### config.mk
export PLATFORM = sky130hd
export DESIGN_NAME = stage_reg_gen
export DESIGN_NICKNAME = d
export VERILOG_FILES = /design/src/rtl/stage_reg_gen_pkg.sv /design/src/rtl/stage_reg_gen_pipe_field_reg.sv /design/src/rtl/stage_reg_gen.sv
export SDC_FILE = /design/constraint.sdc
export NUM_CORES = 1
export LEC_CHECK = 0
export CAP_MARGIN = 20
export CORE_AREA = 2 2 171 173
export CTS_CLUSTER_DIAMETER = 120
export CTS_CLUSTER_SIZE = 30
export DETAILED_ROUTE_END_ITERATION = 8
export DIE_AREA = 0 0 173 175
export PLACE_DENSITY_LB_ADDON = 0.05
export REMOVE_ABC_BUFFERS = 1
export SYNTH_ARGS = -nofsm -noshare
export SYNTH_HDL_FRONTEND = slang
export SYNTH_HIERARCHICAL = 1
export SYNTH_SLANG_ARGS = --single-unit
### constraint.sdc
create_clock -name clk -period 1.7 [get_ports clk]
set_clock_uncertainty 0.15 [all_clocks]
set_input_delay 0.34 -clock clk [delete_from_list [all_inputs] [get_ports clk]]
set_output_delay 0.34 -clock clk [all_outputs]
set_load 0.01 [all_outputs]
### src/rtl/stage_reg_gen_pkg.sv
// ============================================================================
// stage_reg_gen_pkg : core-wide constants shared by the pipeline stage registers
// Revision: 1.0
// ============================================================================
`default_nettype none

package stage_reg_gen_pkg;

  localparam int          CORE_REG_AW    = 5;
  localparam int          CORE_EXC_W     = 5;
  localparam logic [31:0] CORE_PC_RESET  = 32'h0000_3000;
  localparam logic [31:0] CORE_NOP_INSTR = 32'h0000_0000;

  // Exception codes as reported in the CP0 Cause.ExcCode field
  localparam logic [CORE_EXC_W-1:0] EXC_NONE = 5'd0;
  localparam logic [CORE_EXC_W-1:0] EXC_ADEL = 5'd4;
  localparam logic [CORE_EXC_W-1:0] EXC_ADES = 5'd5;
  localparam logic [CORE_EXC_W-1:0] EXC_SYS  = 5'd8;
  localparam logic [CORE_EXC_W-1:0] EXC_RI   = 5'd10;
  localparam logic [CORE_EXC_W-1:0] EXC_OV   = 5'd12;

endpackage

`default_nettype wire

### src/rtl/stage_reg_gen_pipe_field_reg.sv
// ============================================================================
// pipe_field_reg : one pipeline field flop with async reset, clear, hold, load
// Revision: 1.0
// ============================================================================
`default_nettype none

module pipe_field_reg #(
  parameter int           W       = 32,
  parameter logic [W-1:0] RST_VAL = '0,
  parameter logic [W-1:0] CLR_VAL = '0
) (
  input  logic         clk,
  input  logic         reset_n,
  input  logic         clr,
  input  logic         hold,
  input  logic         load,
  input  logic [W-1:0] d,
  output logic [W-1:0] q
);

  // clear beats hold beats load; with none asserted the flop keeps its value
  always_ff @(posedge clk or negedge reset_n) begin
    if (!reset_n)  q <= RST_VAL;
    else if (clr)  q <= CLR_VAL;
    else if (hold) q <= q;
    else if (load) q <= d;
  end

endmodule

`default_nettype wire

### src/rtl/stage_reg_gen.sv
// ============================================================================
// stage_reg_gen : parametrised inter-stage register with stall, flush, operand
//                 refresh while stalled and a saturating stall-cycle counter
// Revision: 1.0
// ============================================================================
`default_nettype none

module stage_reg_gen
  import stage_reg_gen_pkg::*;
#(
  parameter int                DATA_W    = 32,
  parameter int                REG_AW    = CORE_REG_AW,
  parameter int                EXC_W     = CORE_EXC_W,
  parameter int                CNT_W     = 8,
  parameter logic [DATA_W-1:0] PC_RESET  = CORE_PC_RESET,
  parameter logic [DATA_W-1:0] NOP_INSTR = CORE_NOP_INSTR
) (
  input  logic              clk,
  input  logic              reset_n,
  input  logic              stall,
  input  logic              flush,
  input  logic              valid_in,
  input  logic [DATA_W-1:0] instr_in,
  input  logic [DATA_W-1:0] pc_in,
  input  logic [DATA_W-1:0] rd1_in,
  input  logic [DATA_W-1:0] rd2_in,
  input  logic [DATA_W-1:0] ext_in,
  input  logic [REG_AW-1:0] rs_in,
  input  logic [REG_AW-1:0] rt_in,
  input  logic [REG_AW-1:0] rd_in,
  input  logic              bd_in,
  input  logic [EXC_W-1:0]  exc_in,
  input  logic              fwd1_we,
  input  logic              fwd2_we,
  input  logic [DATA_W-1:0] fwd1_data,
  input  logic [DATA_W-1:0] fwd2_data,
  output logic              valid_q,
  output logic [DATA_W-1:0] instr_q,
  output logic [DATA_W-1:0] pc_q,
  output logic [DATA_W-1:0] rd1_q,
  output logic [DATA_W-1:0] rd2_q,
  output logic [DATA_W-1:0] ext_q,
  output logic [REG_AW-1:0] rs_q,
  output logic [REG_AW-1:0] rt_q,
  output logic [REG_AW-1:0] rd_q,
  output logic              bd_q,
  output logic [EXC_W-1:0]  exc_q,
  output logic [CNT_W-1:0]  stall_cnt
);

  localparam logic [CNT_W-1:0] CNT_MAX = '1;

  logic [DATA_W-1:0] opnd_in   [2];
  logic [DATA_W-1:0] opnd_fwd  [2];
  logic              opnd_we   [2];
  logic [DATA_W-1:0] opnd_q    [2];
  logic [REG_AW-1:0] idx_in    [3];
  logic [REG_AW-1:0] idx_q     [3];
  logic              epc_hold;

  assign opnd_in[0]  = rd1_in;
  assign opnd_in[1]  = rd2_in;
  assign opnd_fwd[0] = fwd1_data;
  assign opnd_fwd[1] = fwd2_data;
  assign opnd_we[0]  = fwd1_we;
  assign opnd_we[1]  = fwd2_we;
  assign rd1_q       = opnd_q[0];
  assign rd2_q       = opnd_q[1];
  assign idx_in[0]   = rs_in;
  assign idx_in[1]   = rt_in;
  assign idx_in[2]   = rd_in;
  assign rs_q        = idx_q[0];
  assign rt_q        = idx_q[1];
  assign rd_q        = idx_q[2];

  // PC and BD are loaded (not cleared) by a flush so the bubble still carries EPC info
  assign epc_hold = stall && !flush;

  pipe_field_reg #(.W(1), .RST_VAL(1'b0), .CLR_VAL(1'b0)) u_valid (
    .clk(clk), .reset_n(reset_n), .clr(flush), .hold(stall), .load(1'b1),
    .d(valid_in), .q(valid_q));

  pipe_field_reg #(.W(DATA_W), .RST_VAL(NOP_INSTR), .CLR_VAL(NOP_INSTR)) u_instr (
    .clk(clk), .reset_n(reset_n), .clr(flush), .hold(stall), .load(1'b1),
    .d(instr_in), .q(instr_q));

  pipe_field_reg #(.W(DATA_W), .RST_VAL(PC_RESET), .CLR_VAL(PC_RESET)) u_pc (
    .clk(clk), .reset_n(reset_n), .clr(1'b0), .hold(epc_hold), .load(1'b1),
    .d(pc_in), .q(pc_q));

  pipe_field_reg #(.W(1), .RST_VAL(1'b0), .CLR_VAL(1'b0)) u_bd (
    .clk(clk), .reset_n(reset_n), .clr(1'b0), .hold(epc_hold), .load(1'b1),
    .d(bd_in), .q(bd_q));

  pipe_field_reg #(.W(DATA_W), .RST_VAL('0), .CLR_VAL('0)) u_ext (
    .clk(clk), .reset_n(reset_n), .clr(flush), .hold(stall), .load(1'b1),
    .d(ext_in), .q(ext_q));

  pipe_field_reg #(.W(EXC_W), .RST_VAL(EXC_W'(EXC_NONE)), .CLR_VAL(EXC_W'(EXC_NONE))) u_exc (
    .clk(clk), .reset_n(reset_n), .clr(flush), .hold(stall), .load(1'b1),
    .d(exc_in), .q(exc_q));

  generate
    for (genvar i = 0; i < 2; i++) begin : g_operand
      // a stalled operand only moves when the forwarding network refreshes it
      pipe_field_reg #(.W(DATA_W), .RST_VAL('0), .CLR_VAL('0)) u_opnd (
        .clk(clk), .reset_n(reset_n), .clr(flush),
        .hold(stall && !opnd_we[i]), .load(1'b1),
        .d(stall ? opnd_fwd[i] : opnd_in[i]), .q(opnd_q[i]));
    end

    for (genvar j = 0; j < 3; j++) begin : g_reg_idx
      pipe_field_reg #(.W(REG_AW), .RST_VAL('0), .CLR_VAL('0)) u_idx (
        .clk(clk), .reset_n(reset_n), .clr(flush), .hold(stall), .load(1'b1),
        .d(idx_in[j]), .q(idx_q[j]));
    end
  endgenerate

  always_ff @(posedge clk or negedge reset_n) begin
    if (!reset_n)              stall_cnt <= '0;
    else if (flush || !stall)  stall_cnt <= '0;
    else if (stall_cnt != CNT_MAX) stall_cnt <= stall_cnt + CNT_W'(1);
  end

endmodule

`default_nettype wire
# == After elaboration in Yosys (flattened, before gate mapping) ==
# Index checks and enable logic that the tools add are counted.
# word_totals
register_bits,190
latch_bits,0
ram_bits,0
mem_bits_ro,0
elab_cells,48
n_memories,0
# classes
add_sub_neg,1
n_mul,0
div,0
magnitude_cmp,0
n_eq_ne,4
shifts,0
muxes,22
bitwise_logic,0
n_reduce_logical,9
# ops
op,count
32-bit 2-to-1 mux,10
5-bit 2-to-1 mux,8
8-bit 2-to-1 mux,2
"8-bit by 1-bit adder with 8-bit output, second input constant",1
"8-bit inequality test, second input constant",1
1-bit zero test,4
"2-bit inequality test, second input constant",2
1-bit logical AND,3
1-bit 2-to-1 mux,2
"2-bit by 1-bit inequality test with 1-bit output, second input constant",1
2-bit nonzero test,1
1-bit logical OR,1

# == Logic depth before layout (Yosys ltp) ==
# logic_depth
depth_word,4
depth_mapped,6
ltp_nobuf,4

# == By module ==
# Netlist, hierarchy kept.
# by_module_without_submodules
module,n_inst,cells_each,area_per_inst_um2
pipe_field_reg at g_operand[0].u_opnd ...,4,145,1735.4
pipe_field_reg at u_pc,1,145,1642.8
stage_reg_gen,1,125,1242.4
pipe_field_reg at g_reg_idx[0].u_idx ...,4,21,251.5
pipe_field_reg at u_bd ...,2,5,55.1

# == Worst setup path after synthesis ==
# OpenSTA, ideal clock, no wires.
# synth_path
path_kind,input-to-reg
startpoint,in stall
endpoint,reg g_operand[0].u_opnd.q[0]
setup_ps,74
arrival_ps,1483
required_ps,1476
setup_slack_ps,-7
cell_stages,6
n_path_buf,3
cell_sequence,buf_2 buf_2 nor2b_1 and2b_4 buf_6 o21ai_2
# synth_between
elab_chain_cells,3
elab_cells_between_ends,5
cone_classes,1 x eq/ne; 3 x mux; 1 x reduce/logical
# synth_rtl
item,line,source
start: declaration,stage_reg_gen.sv:20,"input logic stall,"
32-bit 2-to-1 mux,stage_reg_gen.sv:109,".d(stall ? opnd_fwd[i] : opnd_in[i]), .q(opnd_q[i]));"
32-bit 2-to-1 mux,stage_reg_gen_pipe_field_reg.sv:25,else if (hold) q <= q;
32-bit 2-to-1 mux,stage_reg_gen_pipe_field_reg.sv:24,else if (clr) q <= CLR_VAL;
end signal: assignment,stage_reg_gen_pipe_field_reg.sv:25,
end: declaration,stage_reg_gen_pipe_field_reg.sv:18,output logic [W-1:0] q
# Several ways; a longest one is shown, not always the timed one. The select of a mux whose other input is x is not followed.
# A chain may end at the register's enable or synchronous reset.

# == Final worst setup path ==
# layout_path
startpoint,reg g_operand[0].u_opnd.q[30]
endpoint,out rd1_q[30]
# layout_rtl
item,line,source
end: declaration,stage_reg_gen.sv:40,"output logic [DATA_W-1:0] rd1_q,"
# No word-level cell between the ends.

==> results.yml <==
route:
  dr.pass1.iters: 4
  drc: 0
  wl_met3_um: 2550
  wl_per_cell_um: 19.1
  ant_nets: 0
  viasPerCell: 4.97
  wl_um: 34700
  vias: 9034
  route.met2.wl_um: 16500
  met1_length_um: 14400
  drtIter0Drc: 519
  top_layer_used: "met5"
logic_synthesis:
  synth_edf_count: 0
  syn_area_um2: 10900
  synth_area_leaders: "dfrtp_1 43%, nand4bb_1 19%, nand2b_1 10%"
  avgSynthCellArea_um2: 11.6
  yosysWarningCount: 6
  ys_ff_latch: 190
  synth_area_leader_cell: "dfrtp_1"
  synth_most_common_cell: "dfrtp_1"
  synth_ff_type: "dfrtp_1"
  synth.distinct_cells: 37
  synthCells: 944
  yosys-top-cells-count: "188 x dfrtp_1, 181 x nand2b_1, 180 x nand4bb_1"
  ys_async_sr_fraction_pct: 100
  synth-seq-area-share_pct: 43.5
  yosysTopAreaCellShare_pct: 43.0
power_and_ir_drop:
  p_leak_uw: 0.00728
  irDropWorstVdd_v: 0.000577
  p_total_uw: 11100
  power_density_nw_per_um2: 676
worst_setup_path:
  crit_start: "g_operand[0].u_opnd/q[30]$_DFFE_PN0P_"
  cp.buffers_inverters: 1
  arrival_ns: 1.15
  slowest_delay_ns: 0.42
  cp_num_cells: 1
  crit_type: "reg -> out"
  crit_fanout: 2
  critPathLaunchType: "flip-flop"
  r2r_start: "stall_cnt[0]$_DFFE_PN0P_"
  crit_family: "flip-flops"
  cpMaxStageDelayCell: "dfrtp_1"
  r2r_slack_ns: 0.09
  crit_path_end_kind: "output pin"
  reg2reg_depth: 5
  crit_chain: "dlygate4sd2_1"
  required_ns: 1.21
timing:
  finalSetupViolations: 0
  hold_viol: 0
  fin_ws_ns: 0.0572
  fmax_ghz: 0.609
  grt_setup_unrepaired: "false"
  slew_headroom_pct: 60.6
  fin_crit_ns: 1.64
  tightest_slew_ns: 0.592
  finalCritPeriodShare_pct: 96.6
  final-max-slew-violation-count: 0
  finalSetupTns_ns: 0
die:
  die_width_um: 173
  start_util_pct: 38.5
  rows: 62
  die_area_um2: 30300
  die_h_um: 175
  core_um2: 28400
  io_pins: 442
cts:
  clk_pin_slew_ns: 0.07
  cts_tree: "yes"
  cts_buffers: 17
  cts-root-buf: "clkbuf_16"
  insertion_delay_ns: 0.43
  clk_path_buf_depth: 2
  cts-htree-levels: 4
  clock_sinks: 190
layout:
  syn_to_final_growth_pct: 50.2
  fill_cells: 2586
  drive_gt1_share_pct: 19.9
  final_net_count: 1674
place:
  dp_hpwl_um: 25200
  routabilityCongestion: 0.826
  post-place-ws_ns: -0.0654
  port_buffers: 441
global_routing:
  grt_overflow: 0
  antenna_found_initial: 4
  grt_usage_pct: 22.7
  grt_pass1_wl_um: 53900
  grt_max_degree: 176
  grt_pass1_vias: 9487
flow_run:
  drv_cap: 0
hold_path:
  hold_path_class: "in -> async"
status:
  outcome: "completed"
-- cells by family (layout without fill, tap and decap cells) --
| group | after synthesis | after routing | share of synthesized area, % |
|---|---|---|---|
| AO/OA/AOI/OAI | 195 | 195 | 13.3 |
| buffers and inverters | 91 | 522 | 4.95 |
| multiplexers | 66 | 66 | 6.77 |
| flip-flops | 190 | 190 | 43.5 |
| adder cells (fa/ha/maj) | 1 | 1 | 0.114 |
| other | 2 | 62 | 0.0686 |
| AND/OR/NAND/NOR | 399 | 399 | 31.4 |
-- where the power goes --
group	switching (uW)	internal (uW)
Sequential	128	4760
Clock	1880	1900
Combinational	1080	1360
-- final timing paths --
| path | end |
|---|---|
| setup / recovery | rd1_q[30] |
| hold / removal | g_reg_idx[1].u_idx/q[4]$_DFFE_PN0P_ |
| setup reg to reg | stall_cnt[3]$_DFFE_PN0P_ |
| hold reg to reg | u_pc/q[13]$_DFFE_PN1P_ |
| max in group asynchronous | u_pc/q[13]$_DFFE_PN1P_ |
| min in group clk | stall_cnt[1]$_DFFE_PN0P_ |
-- per-stage QoR --
step | instances | cell area, um^2 | util (%) | hold WS, ns
after floorplan | 911 | 10600 | - | -0.106
after global placement | 1779 | 16100 | 56.6 | 0.115
after detailed placement | 1779 | 16100 | 56.6 | 0.115
after CTS | 1816 | 16400 | 57.9 | 0.207
after global routing | 1819 | 16400 | 57.9 | 0.218
final | 1819 | 16400 | 57.9 | 0.218
-- per-layer routing --
layer / global-route usage, % / vias to the layer above
met5: 0 / -
met4: 9.04 / 2
met3: 7.31 / 54
met2: 37.7 / 301
met1: 27.5 / 4308
li1: - / 4369
-- layout make-up --
| class | instances | area, um^2 | area share [%] |
|---|---|---|---|
| Clock inverter | 12 | 105 | 0.639 |
| Multi-Input combinational cell | 720 | 5860 | 35.7 |
| Sequential cell | 190 | 4760 | 29.0 |
| Inverter | 1 | 3.75 | 0.0228 |
| Clock buffer | 18 | 429 | 2.61 |
| Timing Repair Buffer | 491 | 4790 | 29.1 |
| Tap cell | 384 | 480 | 2.92 |
| Antenna cell | 3 | 7.51 | 0.0457 |
-- flip-flops by register name (all words and copies together) (netlist names) --
name and cells:
u_bd/q 1, stall_cnt 8, u_pc/q 32, g_reg_idx.u_idx/q 15, u_valid/q 1, u_instr/q 32
u_ext/q 32, u_exc/q 5, g_operand.u_opnd/q 64
-- placed cells by master, fill, tap and decap left out, types with 3 or more instances in the layout --
master,netlist,layout
nand4bb_1,180,180
inv_6,0,3
buf_12,0,19
conb_1,2,59
and2b_4,4,4
nor2b_4,5,5
nor2_1,5,5
buf_4,0,31
nand3_1,5,5
nor3_1,3,3
nand2_1,4,4
diode_2,0,3
dlygate4sd2_1,0,186
o21ai_1,60,60
nand2b_1,181,181
clkdlybuf4s50_1,0,248
dfrtp_1,188,186
clkinvlp_4,0,6
inv_8,0,3
a21oi_1,5,5
o21ai_2,122,122
clkbuf_16,0,17
mux2_2,64,64
-- what timing repair did --
action                                  CTS  global route
hold buffers                              1             0
endpoints found under the hold margin   137             0
pin swaps                                 0             1
setup buffers                             6             0
resized for setup                       197             5
endpoints found under the setup margin  190             4
No activity file was read; power rests on OpenSTA's default activity.
